==> src/rtl/instr_fetch_queue.sv <==
// Fetch front end: owns the fetch PC, issues in-order imem requests and queues returned words with their PC.
// Optional perf counters are built when IFQ_PERF_EN is defined; otherwise they read as zero.
module instr_fetch_queue #(
  parameter int          DEPTH    = 4,
  parameter logic [31:0] RESET_PC = 32'h0
) (
  input  logic        clk,
  input  logic        reset,
  output logic        imem_req_valid,
  input  logic        imem_req_ready,
  output logic [31:0] imem_req_addr,
  input  logic        imem_resp_valid,
  input  logic [31:0] imem_resp_data,
  input  logic        redirect,
  input  logic [31:0] redirect_pc,
  input  logic        stall,
  output logic        instr_valid,
  output logic [31:0] instr,
  output logic [31:0] pc_out,
  output logic [31:0] pcplus4,
  output logic [31:0] perf_bubbles,
  output logic [15:0] perf_flushes
);
  localparam int AW = $clog2(DEPTH);
  localparam int CW = AW + 1;

  logic [31:0]      r_pc   [DEPTH];
  logic [31:0]      r_data [DEPTH];
  logic [DEPTH-1:0] r_filled;
  logic [AW-1:0]    r_head;
  logic [AW-1:0]    r_tail;
  logic [AW-1:0]    r_fill;
  logic [CW-1:0]    r_count;
  logic [CW-1:0]    r_pend;
  logic [CW-1:0]    r_drop;
  logic [31:0]      r_fetch_pc;

  logic [CW:0]      w_used;
  logic             w_issue;
  logic             w_resp_drop;
  logic             w_resp_fill;
  logic             w_pop;

  // Stale responses still hold a credit until they come back and are discarded.
  assign w_used         = {1'b0, r_count} + {1'b0, r_drop};
  assign imem_req_valid = reset && !redirect && (w_used < (CW+1)'(DEPTH));
  assign imem_req_addr  = r_fetch_pc;
  assign w_issue        = imem_req_valid && imem_req_ready;
  assign w_resp_drop    = imem_resp_valid && (r_drop != '0);
  assign w_resp_fill    = imem_resp_valid && (r_drop == '0) && (r_pend != '0);

  assign instr_valid = r_filled[r_head];
  assign w_pop       = instr_valid && !stall && !redirect;
  assign instr       = instr_valid ? r_data[r_head] : 32'h0;
  assign pc_out      = instr_valid ? r_pc[r_head] : 32'h0;
  assign pcplus4     = instr_valid ? r_pc[r_head] + 32'd4 : 32'h0;

  always_ff @(posedge clk or negedge reset) begin
    if (!reset) begin
      r_fetch_pc <= RESET_PC;
      r_head     <= '0;
      r_tail     <= '0;
      r_fill     <= '0;
      r_count    <= '0;
      r_pend     <= '0;
      r_drop     <= '0;
      r_filled   <= '0;
    end else if (redirect) begin
      // Every unanswered request becomes stale, including one answered this very cycle.
      r_fetch_pc <= redirect_pc;
      r_head     <= '0;
      r_tail     <= '0;
      r_fill     <= '0;
      r_count    <= '0;
      r_pend     <= '0;
      r_filled   <= '0;
      r_drop     <= r_drop + r_pend - CW'(w_resp_drop || w_resp_fill);
    end else begin
      if (w_issue) begin
        r_fetch_pc <= r_fetch_pc + 32'd4;
        r_tail     <= r_tail + 1'b1;
      end
      if (w_resp_fill) begin
        r_fill           <= r_fill + 1'b1;
        r_filled[r_fill] <= 1'b1;
      end
      if (w_pop) begin
        r_head           <= r_head + 1'b1;
        r_filled[r_head] <= 1'b0;
      end
      r_count <= r_count + CW'(w_issue) - CW'(w_pop);
      r_pend  <= r_pend + CW'(w_issue) - CW'(w_resp_fill);
      r_drop  <= r_drop - CW'(w_resp_drop);
    end
  end

  always_ff @(posedge clk) begin
    if (w_issue && !redirect) r_pc[r_tail] <= r_fetch_pc;
    if (w_resp_fill && !redirect) r_data[r_fill] <= imem_resp_data;
  end

`ifdef IFQ_PERF_EN
  logic [31:0] r_perf_bubbles;
  logic [15:0] r_perf_flushes;

  always_ff @(posedge clk or negedge reset) begin
    if (!reset) begin
      r_perf_bubbles <= '0;
      r_perf_flushes <= '0;
    end else begin
      if (!stall && !instr_valid && !redirect && (r_perf_bubbles != '1))
        r_perf_bubbles <= r_perf_bubbles + 32'd1;
      if (redirect && (r_perf_flushes != '1))
        r_perf_flushes <= r_perf_flushes + 16'd1;
    end
  end

  assign perf_bubbles = r_perf_bubbles;
  assign perf_flushes = r_perf_flushes;
`else
  assign perf_bubbles = 32'h0;
  assign perf_flushes = 16'h0;
`endif

  a_resp_outstanding: assert property (@(posedge clk) disable iff (!reset)
    imem_resp_valid |-> ((r_drop != '0) || (r_pend != '0)));

endmodule
==> config.mk <==
export PLATFORM = sky130hd
export DESIGN_NAME = instr_fetch_queue
export DESIGN_NICKNAME = d
export VERILOG_FILES = /design/src/rtl/instr_fetch_queue.sv
export SDC_FILE = /design/constraint.sdc
export NUM_CORES = 1
export LEC_CHECK = 0
export ABC_CLOCK_PERIOD_IN_PS = 3140
export CORE_MARGIN = 4
export CORE_UTILIZATION = 30
export CTS_CLUSTER_DIAMETER = 100
export CTS_CLUSTER_SIZE = 12
export DETAILED_ROUTE_END_ITERATION = 10
export SLEW_MARGIN = 40
export SYNTH_ARGS = -nofsm -noshare
export SYNTH_HDL_FRONTEND = slang
export SYNTH_SLANG_ARGS = --single-unit
==> constraint.sdc <==
create_clock -name clk -period 3.14 [get_ports clk]
set_clock_uncertainty 0.1 [all_clocks]
set_input_delay 0.942 -clock clk [delete_from_list [all_inputs] [get_ports clk]]
set_output_delay 0.942 -clock clk [all_outputs]
set_load 0.02 [all_outputs]
# [Yosys cells after proc, flatten, opt, wreduce, memory -nomap -nowiden]
# Memory sizes are Yosys's and may differ from the RTL's.
# Index checks and enable logic that the tools add are counted.
[totals] elab_cells=80 output_inout_bits=178 input_bits=70 mem_bits_rw=256 register_bits=51 memories=2
[classes] muxes=28 n_lt_le_gt_ge=5 add_sub_neg=13 n_reduce_logical=21 bitwise_logic=3
[memory_table] name="r_data" words=4 word_bits=32 rd=1 rd_clocked_by_memory_dff=0 write_ports=1 line_no="28" source="logic [31:0] r_data [DEPTH];"
[memory_table] name="r_pc" words=4 word_bits=32 rd=1 rd_clocked_by_memory_dff=0 write_ports=1 line_no="27" source="logic [31:0] r_pc [DEPTH];"
[op_table] op="$mux W32" n=5
[op_table] op="$add A32 B3 Y32 const B" n=2
[op_table] op="$mux W4" n=4
[op_table] op="$logic_and A1 B1 Y1" n=12
[op_table] op="$mux W2" n=6
[op_table] op="$sub A3 B1 Y3" n=4
[op_table] op="$mux W3" n=3
[op_table] op="$mux W1" n=7
[op_table] op="$add A2 B1 Y2 const B" n=3
[op_table] op="$add A3 B1 Y3" n=2
[op_table] op="$lt A2 B3 Y1 const B" n=2
[op_table] op="$reduce_bool A2 Y1" n=3
[op_table] op="$reduce_bool A3 Y1" n=2
[op_table] op="$add A3 B3 Y4" n=1
[op_table] op="$and A4 B4 Y4" n=1
[op_table] op="$demux W1 S2" n=2
[op_table] op="$ge A2 B1 Y1 const B" n=2
[op_table] op="$lt A4 B3 Y1 const B" n=1
[op_table] op="$not A4 Y4" n=1
[op_table] op="$or A4 B4 Y4" n=1
[op_table] op="$add A3 B3 Y3" n=1
[op_table] op="$logic_not A3 Y1" n=1
[op_table] op="$bmux W1 S2" n=1
[op_table] op="$logic_not A1 Y1" n=2
[op_table] op="$logic_or A1 B1 Y1" n=1

# [Logic depth before layout (Yosys ltp)]
[depth] word_depth=10 mapped_depth=12 ltp_nobuf=10

# [Worst setup path after synthesis]
# Ideal clock, no wire load.
[synth_path] kind="flip-flop to output port" startpoint="register r_head[0]" endpoint="output pcplus4[0]" stages_incl_launch_ff=9 required_time_ps=2098 path_buffers=6 arrival_ps=2316 setup_slack_ps=-218 path_cell_list="dfrtp_1 -> buf_6 -> buf_12 -> buf_6 -> buf_2 -> buf_2 -> mux4_2 -> and2_1 -> buf_4"
[synth_between] elab_chain_cells=3 elab_cells_between_ends=5 classes_between="add/sub (1); mux (3); memory (1)"
[synth_rtl] element="from (decl)" line_no="30" source="logic [AW-1:0] r_head;"
[synth_rtl] element="from (signal assigned)" line_no="88" source="r_head <= r_head + 1'b1;"
[synth_rtl] element="$mem_v2 Z4 W32 or $bmux W1 S2 (tied branches)"
[synth_rtl] element="$add A32 B3 Y32 or $mux W1 (tied branches)" line_no="56, 52"
[synth_rtl] element="$mux W32 (*)" line_no="56" source="assign pcplus4 = instr_valid ? r_pc[r_head] + 32'd4 : 32'h0;"
[synth_rtl] element="to (decl)" line_no="20" source="output logic [31:0] pcplus4,"
# Every way passes the cells marked *; elsewhere a longest branch is shown, timed or not. The select of a mux whose other input is x is not followed.

# [Worst setup path in the final report]
[layout_path] startpoint="register r_head[0]" endpoint="output pcplus4[26]"
# The elaborated chain is that of the path after synthesis.

==> flow_metrics.env <==
export IMPL_outcome="finished, violations left"
export IMPL_yosysWarnings=0
export IMPL_timing_final_crit_share=1.274
export IMPL_cts_root_buf="clkbuf_16"
export IMPL_synth_edf_count=256
export IMPL_rsz0062_at_grt="true"
export IMPL_timing_fmax_mhz=250.1
export IMPL_worstHoldStart="r_drop[2]"
export IMPL_core_um2=46460
export IMPL_drtPass1Iterations=5
export IMPL_post_synth_cell_area_avg_um2=15.12
export IMPL_syn_inst=931
export IMPL_min_period_ps=3999
export IMPL_start_util=0.3030
export IMPL_failed_checks="setup timing"
export IMPL_grt_usage=0.1415
export IMPL_synth_top_family_by_area="multiplexers"
export IMPL_grt_pass1_wl_um=55460
export IMPL_core_rowCount=79
export IMPL_synth_ff_type="edfxtp_1"
export IMPL_synth_area_leaders="edfxtp_1 55%, mux4_2 10%, dfrtp_1 9.1%, and2_1 3.4%, buf_4 2.8%"
export IMPL_finalHoldViolations=0
export IMPL_area_growth_pct=41.52
export IMPL_htree_levels=1
export IMPL_grt_max_degree=52
export IMPL_crit_start="r_head[0]"
export IMPL_vias_per_cell=4.766
export IMPL_syn_area_um2=14070
export IMPL_reg2reg_from="r_head[0]"
export IMPL_die_area_um2=50450
export IMPL_multiInputGateArea_um2=5175
export IMPL_min_delay_path_class="reg2reg"
export IMPL_antenna_found_initial=1
export IMPL_clk_latency_ps=560
export IMPL_final_util=0.4287
export IMPL_ios=248
export IMPL_clkTransAtPathRegs_ps=70
export IMPL_dieWidth_um=224.6
export IMPL_synth_top_area_share=0.5462
export IMPL_tritoncts="done"
export IMPL_clockBufferDepth=3
export IMPL_power_density_nw_per_um2=463.0
export IMPL_required_ps=2100
export IMPL_p_leak_nw=7.327
export IMPL_worstSetupPathType="reg2out"
export IMPL_worst_setup_path_start_kind="flip-flop"
export IMPL_numCtsBuffers=29
export IMPL_worst_path_max_fanout=12
export IMPL_dieHeight_um=224.6
export IMPL_crit_arrival_ps=2960
export IMPL_seq_area_frac_synth=0.6369
export IMPL_synth_compound_area_frac=0.03885
export IMPL_finalSetupViolCount=97
export IMPL_dp_hpwl_um=25650
export IMPL_holdPathStages=1
export IMPL_ctsHoldBuffers=0
export IMPL_synthMuxAreaShare=0.1188
export IMPL_cap_violations=0
export IMPL_async_flop_share=0.1661
export IMPL_clock_sinks=307
export IMPL_fillCellCount=4170
export IMPL_synthAdderAreaFrac=0.02471
export IMPL_tns_ps=-49040
export IMPL_gp_congestion=0.8100
export IMPL_synthSimpleGateAreaFrac=0.1104
export IMPL_route_vias_total=9104
export IMPL_maxSlewViolCount=0
export IMPL_drive_above_1_share=0.4008
export IMPL_pre_cts_ws_ps=-793.9
export IMPL_synth_seq_cells=307
export IMPL_peakVddDrop_v=0.0003751
export IMPL_synth_xor_area_frac=0.01680
export IMPL_regArea_um2=8971
export IMPL_drt_iter0_drc=590
export IMPL_nets=1373
export IMPL_routedWlPerCell_um=20.01
export IMPL_slew_headroom=0.5366
export IMPL_yosysTopAreaCell="edfxtp_1"
export IMPL_synth_distinct_cells=54
export IMPL_overflow=0
export IMPL_port_buffers=199
export IMPL_first_global_vias=9096
export IMPL_cp_end_kind="output port"
export IMPL_power_total_mw=9.222
export IMPL_worst_slew_pin_slew_ps=695.1
export IMPL_setup_slack_ps=-859.1
export IMPL_drc=0
export IMPL_route_final_wire_length_um=38220
export IMPL_ff2ff_path_depth=14
export IMPL_ant_nets=0
## synth_stat cells, types with 5 or more instances
| cell type | n |
|---|---|
| edfxtp_1 | 256 |
| and2_1 | 77 |
| mux4_2 | 64 |
| buf_4 | 52 |
| dfrtp_1 | 51 |
| nand2_1 | 48 |
| nor2_1 | 48 |
| clkbuf_1 | 29 |
| inv_1 | 27 |
| o21ai_0 | 25 |
| ha_1 | 23 |
| nand3_1 | 23 |
| nand4_1 | 20 |
| nor3_1 | 15 |
| xor2_1 | 15 |
| and3_1 | 14 |
| o311ai_0 | 13 |
| a21oi_1 | 12 |
| mux2_1 | 12 |
| xnor2_1 | 12 |
| buf_2 | 7 |
| o211ai_1 | 7 |
| buf_6 | 6 |
| a31oi_1 | 5 |
| and4_1 | 5 |
| mux2i_1 | 5 |
## where the power goes
group / internal [mW] / switching, mW
logic: 0.581 / 0.624
clock network: 1.82 / 1.42
registers: 4.58 / 0.201
## registers in the layout, summed over array words and instances, names as in the netlist
register	cells
r_count	3
r_head	2
r_pend	3
r_tail	2
r_filled	4
r_drop	3
r_pc	128
r_fill	2
r_data	128
imem_req_addr	32
## routing by layer
metal	GRT usage	routed length [um]	up-vias
li1	-	-	4152
met1	0.2000	16840	4631
met2	0.2321	18620	273
met3	0.02219	1959	48
met4	0.03261	795	0
met5	0	0	-
## final timing paths
check / endpoint / slack (ps)
min: r_drop[2] / 450
max reg2reg: r_count[1] / 20
max: pcplus4[26] / -860
max in group asynchronous: r_head[0] / 1910
min in group asynchronous: imem_req_addr[19] / 490
min reg2reg: r_drop[2] / 450
## cell type report
type,count,share of cell area
Antenna cell,3,0.0003769
Clock buffer,52,0.04077
Clock inverter,2,0.001947
Inverter,27,0.005968
Multi-Input combinational cell,547,0.2598
Sequential cell,307,0.4504
Tap cell,607,0.03813
Timing Repair Buffer,365,0.2026
## per-stage QoR
| step | instance area (um2) | hold WS [ps] | instances |
|---|---|---|---|
| 3_3_place_gp | 17420 | 428.9 | 1786 |
| 4_1_cts | 19090 | 454.1 | 1876 |
| 5_1_grt | 19920 | 492.1 | 1909 |
| 2_1_floorplan | 14370 | 392.6 | 978 |
| 6_report | 19920 | 448.7 | 1910 |
| 3_5_place_dp | 17420 | 444.6 | 1786 |
## repair_timing
item	CTS	global route
pin swaps	42	57
setup buffers	33	33
resized for setup	611	185
cloned	5	6
endpoints found under the setup margin	100	100
## cell usage in the layout (no fill, tap or decap), types with 5 or more instances in the layout
cell               n
edfxtp_1         256
buf_6            127
clkdlybuf4s50_1   99
buf_4             88
and2_4            65
mux4_2            64
dfrtp_1           49
conb_1            48
nand2_1           46
nor2_1            40
clkbuf_16         34
buf_12            28
o21ai_0           25
clkbuf_1          23
inv_1             21
ha_1              21
nand4_1           20
nand3_1           18
xor2_1            15
mux2_4            14
o311ai_0          13
buf_8             11
a21oi_1            9
nor3_4             9
and3_1             8
xnor2_1            8
and2_1             7
o211ai_1           7
nor3_1             6
nor4_4             5
nor2_2             5
and4_4             5
nand3_4            5
and2_2             5
nand3_2            5
a31oi_1            5
## critical path, stage by stage (launching register included)
cell     delay (ps)
dfrtp_4         570
buf_12          190
mux4_2          390
and4_4          270
nand4_4         170
nor4_4          340
mux2_4          330
buf_6           130
## cell families (layout without fill, tap and decap cells)
kind of cell / count (synthesis) / in the layout
AOI/OAI and AO/OA: 81 / 81
xor gates and xnor gates: 27 / 27
adders and majority gates: 26 / 26
buffers and inverters: 125 / 446
DFF: 307 / 307
muxes: 85 / 85
other: 1 / 51
and+or+nand+nor: 279 / 280
Power figures use the tool's default switching activity.
